**src/rtl/downstream_req_n_data_if.sv**
```systemverilog
// Signal bundle between the downstream read engine (master) and its channel arbiter,
// aligner and Dini FIFO neighbours (slave).
interface downstream_req_n_data_if;
    logic        channel_sel;
    logic        channel_req;
    logic [31:0] channel_saddr;
    logic [31:0] channel_daddr;
    logic [15:0] channel_length;
    logic [3:0]  channel_tag;
    logic        channel_busy;
    logic        channel_done;
    logic        channel_err;
    logic [31:0] src_addr;
    logic [31:0] dst_addr;
    logic [15:0] byte_length;
    logic        busif_start;
    logic [63:0] busif_data;
    logic        busif_data_en;
    logic        tohost_almost_full;
    logic [63:0] tohost_data;
    logic [7:0]  tohost_ctrl;
    logic        tohost_valid;
    logic [63:0] fromhost_data;
    logic [7:0]  fromhost_ctrl;
    logic        fromhost_valid;
    logic        fromhost_ready;

    modport master (
        input  channel_sel, channel_req, channel_saddr, channel_daddr, channel_length,
               channel_tag, tohost_almost_full, fromhost_data, fromhost_ctrl, fromhost_valid,
        output channel_busy, channel_done, channel_err, src_addr, dst_addr, byte_length,
               busif_start, busif_data, busif_data_en, tohost_data, tohost_ctrl, tohost_valid,
               fromhost_ready
    );

    modport slave (
        output channel_sel, channel_req, channel_saddr, channel_daddr, channel_length,
               channel_tag, tohost_almost_full, fromhost_data, fromhost_ctrl, fromhost_valid,
        input  channel_busy, channel_done, channel_err, src_addr, dst_addr, byte_length,
               busif_start, busif_data, busif_data_en, tohost_data, tohost_ctrl, tohost_valid,
               fromhost_ready
    );
endinterface

```
**src/rtl/downstream_req_n_data.sv**
```systemverilog
// Host-to-device read engine: issues a two-qword read descriptor to the tohost FIFO,
// then forwards completion qwords from the fromhost FIFO to the aligner.
module downstream_req_n_data #(
    parameter int unsigned TIMEOUT = 1024
) (
    input  logic                      clk,
    input  logic                      rst,
    downstream_req_n_data_if.master   bus
);
    localparam int unsigned         IDLE_W    = $clog2(TIMEOUT);
    localparam logic [IDLE_W-1:0]   IDLE_LAST = IDLE_W'(TIMEOUT - 1);

    typedef enum logic [2:0] {S_IDLE, S_DESC0, S_DESC1, S_DATA, S_DONE} state_t;

    state_t            state, state_nx;
    logic [31:0]       src_q, dst_q;
    logic [15:0]       len_q;
    logic [3:0]        tag_q;
    logic [16:0]       count_q;
    logic [IDLE_W-1:0] idle_q;
    logic              err_q, err_nx;
    logic              start_q;
    logic [63:0]       th_data_q;
    logic [7:0]        th_ctrl_q;
    logic              th_valid_q;
    logic [63:0]       bd_q;
    logic              bd_en_q;

    logic              accept, beat, fwd, is_last, is_early, is_timeout;
    logic [16:0]       ndw, nqw;
    logic [1:0]        end_off;
    logic [3:0]        first_be, last_be, fbe, lbe;
    logic [63:0]       word0, word1;
    logic              unused_bits;

    assign accept     = (state == S_IDLE) & bus.channel_sel & bus.channel_req;
    assign beat       = (state == S_DATA) & bus.fromhost_valid;
    assign fwd        = beat & ~bus.fromhost_ctrl[4];
    assign is_last    = fwd & (count_q == 17'd1);
    assign is_early   = fwd & bus.fromhost_ctrl[3] & (count_q != 17'd1);
    assign is_timeout = (state == S_DATA) & ~beat & (idle_q == IDLE_LAST);

    assign ndw     = (17'(len_q) + 17'(src_q[1:0]) + 17'd3) >> 2;
    assign nqw     = (17'(len_q) + 17'(src_q[2:0]) + 17'd7) >> 3;
    assign end_off = src_q[1:0] + len_q[1:0];

    always_comb begin
        first_be = 4'b1111;
        last_be  = 4'b1111;
        case (src_q[1:0])
            2'd1:    first_be = 4'b1110;
            2'd2:    first_be = 4'b1100;
            2'd3:    first_be = 4'b1000;
            default: first_be = 4'b1111;
        endcase
        case (end_off)
            2'd1:    last_be = 4'b0001;
            2'd2:    last_be = 4'b0011;
            2'd3:    last_be = 4'b0111;
            default: last_be = 4'b1111;
        endcase
        fbe = first_be;
        lbe = last_be;
        // a single-dword transfer carries the same mask in both fields
        if (ndw == 17'd1) begin
            fbe = first_be & last_be;
            lbe = first_be & last_be;
        end
    end

    assign word0 = {24'd0, tag_q, 4'd0, 1'b1, 1'b0, 3'd0, 1'b1, 2'd0, fbe, lbe, ndw[15:0]};
    assign word1 = {32'd0, src_q[31:2], 2'b00};

    always_ff @(posedge clk or posedge rst) begin
        if (rst) begin
            state <= S_IDLE;
            err_q <= 1'b0;
        end else begin
            state <= state_nx;
            err_q <= err_nx;
        end
    end

    always_comb begin
        state_nx = state;
        err_nx   = err_q;
        unique case (state)
            S_IDLE: begin
                if (accept) begin
                    err_nx   = 1'b0;
                    state_nx = (bus.channel_length == 16'd0) ? S_DONE : S_DESC0;
                end
            end
            S_DESC0: if (!bus.tohost_almost_full) state_nx = S_DESC1;
            S_DESC1: state_nx = S_DATA;
            S_DATA: begin
                if (is_last) begin
                    state_nx = S_DONE;
                    err_nx   = ~bus.fromhost_ctrl[3];
                end else if (is_early || is_timeout) begin
                    state_nx = S_DONE;
                    err_nx   = 1'b1;
                end
            end
            S_DONE:  state_nx = S_IDLE;
            default: state_nx = S_IDLE;
        endcase
    end

    always_ff @(posedge clk or posedge rst) begin
        if (rst) begin
            src_q      <= '0;
            dst_q      <= '0;
            len_q      <= '0;
            tag_q      <= '0;
            count_q    <= '0;
            idle_q     <= '0;
            start_q    <= 1'b0;
            th_data_q  <= '0;
            th_ctrl_q  <= '0;
            th_valid_q <= 1'b0;
            bd_q       <= '0;
            bd_en_q    <= 1'b0;
        end else begin
            th_valid_q <= 1'b0;
            bd_en_q    <= 1'b0;
            case (state)
                S_IDLE: begin
                    if (accept) begin
                        src_q <= bus.channel_saddr;
                        dst_q <= bus.channel_daddr;
                        len_q <= bus.channel_length;
                        tag_q <= bus.channel_tag;
                    end
                end
                S_DESC0: begin
                    if (!bus.tohost_almost_full) begin
                        th_valid_q <= 1'b1;
                        th_data_q  <= word0;
                        th_ctrl_q  <= 8'h17;
                        start_q    <= 1'b1;
                    end
                end
                S_DESC1: begin
                    th_valid_q <= 1'b1;
                    th_data_q  <= word1;
                    th_ctrl_q  <= 8'h17;
                    count_q    <= nqw;
                    idle_q     <= '0;
                end
                S_DATA: begin
                    idle_q <= beat ? '0 : idle_q + 1'b1;
                    if (fwd) begin
                        bd_q    <= bus.fromhost_data;
                        bd_en_q <= 1'b1;
                        count_q <= count_q - 17'd1;
                    end
                end
                S_DONE:  start_q <= 1'b0;
                default: ;
            endcase
        end
    end

    assign bus.channel_busy   = (state != S_IDLE);
    assign bus.channel_done   = (state == S_DONE);
    assign bus.channel_err    = (state == S_DONE) & err_q;
    assign bus.src_addr       = src_q;
    assign bus.dst_addr       = dst_q;
    assign bus.byte_length    = len_q;
    assign bus.busif_start    = start_q;
    assign bus.busif_data     = bd_q;
    assign bus.busif_data_en  = bd_en_q;
    assign bus.tohost_data    = th_data_q;
    assign bus.tohost_ctrl    = th_ctrl_q;
    assign bus.tohost_valid   = th_valid_q;
    assign bus.fromhost_ready = (state == S_DATA);

    assign unused_bits = ^{ndw[16], bus.fromhost_ctrl[7:5], bus.fromhost_ctrl[2:0]};
endmodule

```
**src/flat_wrapper.sv**
```systemverilog
// flat-port wrapper written by rule: the top's interface ports become plain ports
module downstream_req_n_data_flat 
#(
    parameter int unsigned TIMEOUT = 1024
)
  (clk, rst, bus_channel_sel, bus_channel_req, bus_channel_saddr, bus_channel_daddr, bus_channel_length, bus_channel_tag, bus_tohost_almost_full, bus_fromhost_data, bus_fromhost_ctrl, bus_fromhost_valid, bus_channel_busy, bus_channel_done, bus_channel_err, bus_src_addr, bus_dst_addr, bus_byte_length, bus_busif_start, bus_busif_data, bus_busif_data_en, bus_tohost_data, bus_tohost_ctrl, bus_tohost_valid, bus_fromhost_ready);
  downstream_req_n_data_if bus_i ();
  input  logic clk;
  input  logic rst;
  input wire logic [$bits(bus_i.channel_sel)-1:0] bus_channel_sel;
  input wire logic [$bits(bus_i.channel_req)-1:0] bus_channel_req;
  input wire logic [$bits(bus_i.channel_saddr)-1:0] bus_channel_saddr;
  input wire logic [$bits(bus_i.channel_daddr)-1:0] bus_channel_daddr;
  input wire logic [$bits(bus_i.channel_length)-1:0] bus_channel_length;
  input wire logic [$bits(bus_i.channel_tag)-1:0] bus_channel_tag;
  input wire logic [$bits(bus_i.tohost_almost_full)-1:0] bus_tohost_almost_full;
  input wire logic [$bits(bus_i.fromhost_data)-1:0] bus_fromhost_data;
  input wire logic [$bits(bus_i.fromhost_ctrl)-1:0] bus_fromhost_ctrl;
  input wire logic [$bits(bus_i.fromhost_valid)-1:0] bus_fromhost_valid;
  output wire logic [$bits(bus_i.channel_busy)-1:0] bus_channel_busy;
  output wire logic [$bits(bus_i.channel_done)-1:0] bus_channel_done;
  output wire logic [$bits(bus_i.channel_err)-1:0] bus_channel_err;
  output wire logic [$bits(bus_i.src_addr)-1:0] bus_src_addr;
  output wire logic [$bits(bus_i.dst_addr)-1:0] bus_dst_addr;
  output wire logic [$bits(bus_i.byte_length)-1:0] bus_byte_length;
  output wire logic [$bits(bus_i.busif_start)-1:0] bus_busif_start;
  output wire logic [$bits(bus_i.busif_data)-1:0] bus_busif_data;
  output wire logic [$bits(bus_i.busif_data_en)-1:0] bus_busif_data_en;
  output wire logic [$bits(bus_i.tohost_data)-1:0] bus_tohost_data;
  output wire logic [$bits(bus_i.tohost_ctrl)-1:0] bus_tohost_ctrl;
  output wire logic [$bits(bus_i.tohost_valid)-1:0] bus_tohost_valid;
  output wire logic [$bits(bus_i.fromhost_ready)-1:0] bus_fromhost_ready;
  assign bus_i.channel_sel = bus_channel_sel;
  assign bus_i.channel_req = bus_channel_req;
  assign bus_i.channel_saddr = bus_channel_saddr;
  assign bus_i.channel_daddr = bus_channel_daddr;
  assign bus_i.channel_length = bus_channel_length;
  assign bus_i.channel_tag = bus_channel_tag;
  assign bus_i.tohost_almost_full = bus_tohost_almost_full;
  assign bus_i.fromhost_data = bus_fromhost_data;
  assign bus_i.fromhost_ctrl = bus_fromhost_ctrl;
  assign bus_i.fromhost_valid = bus_fromhost_valid;
  assign bus_channel_busy = bus_i.channel_busy;
  assign bus_channel_done = bus_i.channel_done;
  assign bus_channel_err = bus_i.channel_err;
  assign bus_src_addr = bus_i.src_addr;
  assign bus_dst_addr = bus_i.dst_addr;
  assign bus_byte_length = bus_i.byte_length;
  assign bus_busif_start = bus_i.busif_start;
  assign bus_busif_data = bus_i.busif_data;
  assign bus_busif_data_en = bus_i.busif_data_en;
  assign bus_tohost_data = bus_i.tohost_data;
  assign bus_tohost_ctrl = bus_i.tohost_ctrl;
  assign bus_tohost_valid = bus_i.tohost_valid;
  assign bus_fromhost_ready = bus_i.fromhost_ready;
  downstream_req_n_data #(.TIMEOUT(TIMEOUT)) u_core (.clk(clk), .rst(rst), .bus(bus_i));
endmodule
```
**config.mk**
```make
export PLATFORM = sky130hd
export DESIGN_NAME = downstream_req_n_data_flat
export DESIGN_NICKNAME = d
export VERILOG_FILES = /design/src/rtl/downstream_req_n_data_if.sv /design/src/rtl/downstream_req_n_data.sv /design/src/flat_wrapper.sv
export SDC_FILE = /design/constraint.sdc
export NUM_CORES = 1
export LEC_CHECK = 0
export ABC_AREA = 1
export CORE_UTILIZATION = 45
export DETAILED_ROUTE_END_ITERATION = 10
export HOLD_SLACK_MARGIN = 0.12
export PLACE_DENSITY = 0.84
export SETUP_SLACK_MARGIN = 0.2
export SLEW_MARGIN = 40
export SYNTH_ARGS = -nofsm -noshare
export SYNTH_HDL_FRONTEND = slang
export SYNTH_SLANG_ARGS = --single-unit
```
**constraint.sdc**
```tcl
create_clock -name clk -period 8.91 [get_ports clk]
set_clock_uncertainty 0.1 [all_clocks]
set_input_delay 0.891 -clock clk [delete_from_list [all_inputs] [get_ports clk]]
set_output_delay 0.891 -clock clk [all_outputs]
set_load 0.005 [all_outputs]
```
==> summary.txt <==
Status
  – Outcome: finished clean

Drt
  – ANT nets after route: 0
  – Aggregate routed wire length: 32,100 um
  – WL/cell: 17.7 um
  – Iteration count of the initial detailed-routing pass: 6
  – DRC viols: 0
  – Vias/cell: 5.09
  – DR vias: 9,257
  – DR iter-0 viols: 698

Cells and area
  – Final nets: 1,694
  – Antenna cells: 0
  – Share of layout cells above drive strength 1: 8.58%
  – Final instance area: 14,800 sq um
  – Syn-to-layout area delta: 44.0%
  – Util after Layout: 66.8%
  – Most frequent cells in the layout: nand2_1 (377), clkdlybuf4s50_1 (346), dfrtp_1 (219)
  – Commonest non-fill, non-tap cell in the layout: nand2_1

Global route
  – Vias in the first global route: 9,453
  – Remaining Overflow, GRT: 0
  – Total Routing Usage GR: 27.7%
  – First-pass GRT wire length: 51,200 um
  – Largest net degree at the start of global routing: 153
  – Antenna violations before repair: 0

Clocking
  – CTS sink count: 219
  – CTS tree: built
  – # resized after CTS: 0
  – Root cell of the clock tree: clkbuf_16
  – Worst skew pair latency: 0.53 ns
  – CTS H-tree depth: 1
  – CTS Buf Count: 26
  – Clock Pin Slew Worst Setup and Hold Paths: 0.06 ns
  – Post-CTS Setup Repair Bufs: 0
  – Clock Path Buffers: 3
  – Cts hold-fix bufs: 0

Synthesis
  – Main synth FF type: dfrtp_1
  – Post-synthesis cell type count: 42
  – Synth async-reset ratio: 100%
  – Synthesized area: 10,200 sq um
  – Synth Register Bits: 219
  – Post-synth EDFFs: 0
  – Proportion of netlist area held by the largest area contributor: 53.5%
  – Seq/Total Area, Yosys: 53.5%
  – Area leader, netlist: dfrtp_1
  – Mapped Avg Cell Area: 8.67 sq um
  – Post-Synthesis Cells: 1,182
  – Yosys warnings: 0
  – Top cells by area, synth: dfrtp_1 (53%), nand2_1 (14%), mux2_2 (4.6%), inv_1 (4.2%), nor2_1 (3.1%)

Critical path
  – Worst stage delay on the critical path: 0.64 ns
  – Critical path class: register to register
  – CP cell instances: nor2_2 > inv_2 > nor2_2 > inv_2 > nand2_2 > inv_1 > a21oi_1 > o21ai_0 > o21ai_0
  – Required time of the critical path: 9.25 ns
  – CP Launch Type: register
  – R2R Path End: u_core.count_q[0]
  – Worst reg2reg path depth: 9
  – Worst r2r src: u_core.state[2]
  – R2r setup slk: 5.73 ns
  – Worst-path fanout max: 28
  – Critical path's top delay family: simple AND/OR/NAND/NOR gates
  – Critical Path Stages: 9
  – WP data arrival: 3.52 ns
  – Crit path launch: u_core.state[2]
  – Crit-path slowest cell: nor2_2
  – Crit path capture: u_core.count_q[0]
  – Critical Path End Type: register
  – WP buf/inv: 3

Place
  – DP HPWL: 22,400 um
  – Area of placed instances: 13,800 sq um
  – IO Port Bufs: 346
  – GPL Wtd Cong: 0.904

Pwr
  – Internal power: 0.00334 W
  – Maximum VDD drop: 0.264 mV
  – Sequential share of power: 33.5%
  – Pwr/cell area: 359 nW/um^2
  – Switching share of power: 36.8%
  – Pleak: 7.03 nW
  – Combinational share of power: 45.3%
  – Switch Pwr: 0.00195 W
  – Clock power frac: 21.2%

Timing
  – Fmax: 0.314 GHz
  – Final Critical Period: 3.18 ns
  – Total Neg Setup Slack: 0 ns
  – Period utilisation layout: 35.7%
  – Measured slew at the worst slew-check pin: 0.815 ns
  – Worst hold slack: 0.380 ns
  – Final Max Tran Viols: 0
  – RSZ-0062 raised after global routing: no
  – Finish-stage setup viols: 0
  – Slew margin rel.: 45.6%
  – Hold Vio Cnt, Final: 0

Hold path
  – Hold Crit Class: register to register

Floorplan
  – CORE AREA: 22,100 sq um
  – Full die area: 23,400 sq um
  – I/O pins: 385
  – Starting Density: 46.4%
  – Die Span Y: 153 um
  – Site Rows: 54
  – Die W: 153 um

Flow run
  – Max cap viols: 0
==> cell usage after synthesis, types with 11 or more instances <==
library cell,number
ha_1,12
nand3_1,53
mux2_2,42
inv_2,11
dfrtp_1,219
buf_4,37
a21oi_1,44
nand2_1,377
inv_1,115
clkbuf_1,14
o21ai_0,51
buf_2,22
nor2_1,85
==> how the worst min path moves through the flow <==
stage	from	cells after the start	slack, ns	endpoint
detailed placement	u_core.bus.busif_data[32]	2	0.36	u_core.bus.busif_data[32]
global route	u_core.bus.busif_data[18]	2	0.40	u_core.bus.busif_data[18]
CTS	u_core.bus.busif_data[32]	2	0.38	u_core.bus.busif_data[32]
floorplan	u_core.err_q	2	0.34	u_core.err_q
global placement	u_core.bus.busif_data[29]	2	0.36	u_core.bus.busif_data[29]
finish	u_core.bus.busif_data[0]	2	0.38	u_core.bus.busif_data[0]
==> per-layer routing <==
metal  part of all wire, %  global-route usage (%)
met1                    39                    33.9
met2                    48                    46.1
met5                     0                       0
met4                   4.5                    11.7
met3                   8.2                    7.77
==> worst register-to-register path, delay by kind of cell (launching register included) <==
family	cells	cell delay, ns
AO/OA/AOI/OAI	3	0.32
buffers and inverters	3	0.85
flip-flops	1	0.44
AND/OR/NAND/NOR	3	1.38
==> state kept, by name, summed over array words and instances (netlist names) <==
name and count:
u_core.bus.busif_data 64, u_core.bus.busif_data_en 1, u_core.bus.busif_start 1, u_core.bus.byte_length 16, u_core.bus.dst_addr 32, u_core.bus.src_addr 32
u_core.bus.tohost_ctrl 1, u_core.bus.tohost_data 36, u_core.bus.tohost_valid 1, u_core.count_q 17, u_core.err_q 1, u_core.idle_q 10
u_core.state 3, u_core.tag_q 4
==> power by group through the flow <==
stage               Clock (W)  Sequential (W)  Combinational [W]
floorplan                   0         0.00175            0.00111
detailed placement          0         0.00177            0.00236
global route          0.00117         0.00182            0.00262
global placement            0         0.00175            0.00227
finish                0.00112         0.00177            0.00240
CTS                   0.00113         0.00177            0.00239
==> cells by family (layout without fill, tap and decap cells) <==
family	count (synthesis)	after routing	synth area share (%)
XOR/XNOR	12	12	1.03
flip-flops	219	219	53.5
AND/OR/NAND/NOR	553	553	22.1
buffers and inverters	203	528	9.08
multiplexers	42	42	4.62
AO/OA/AOI/OAI	139	139	7.95
other	1	32	0.0366
adder cells (fa/ha/maj)	13	13	1.66
==> layout make-up <==
type | instances | area, sq um
clock buffer | 34 | 752
clock inverter | 13 | 155
fill | 1656 | 7340
inverter | 127 | 495
multi-input combinational | 791 | 3970
sequential | 219 | 5480
tap | 280 | 350
timing repair buffer | 354 | 3550
==> stage by stage <==
stage,total power (W),std cells,setup WS [ns]
2_1_floorplan,0.00286,1213,1.93
3_3_place_gp,0.00402,1768,5.59
3_5_place_dp,0.00413,1770,5.52
4_1_cts,0.00529,1817,5.50
5_1_grt,0.00562,1818,5.46
6_report,0.00529,1818,5.73
Note: power is estimated with default switching activity, not from simulation.
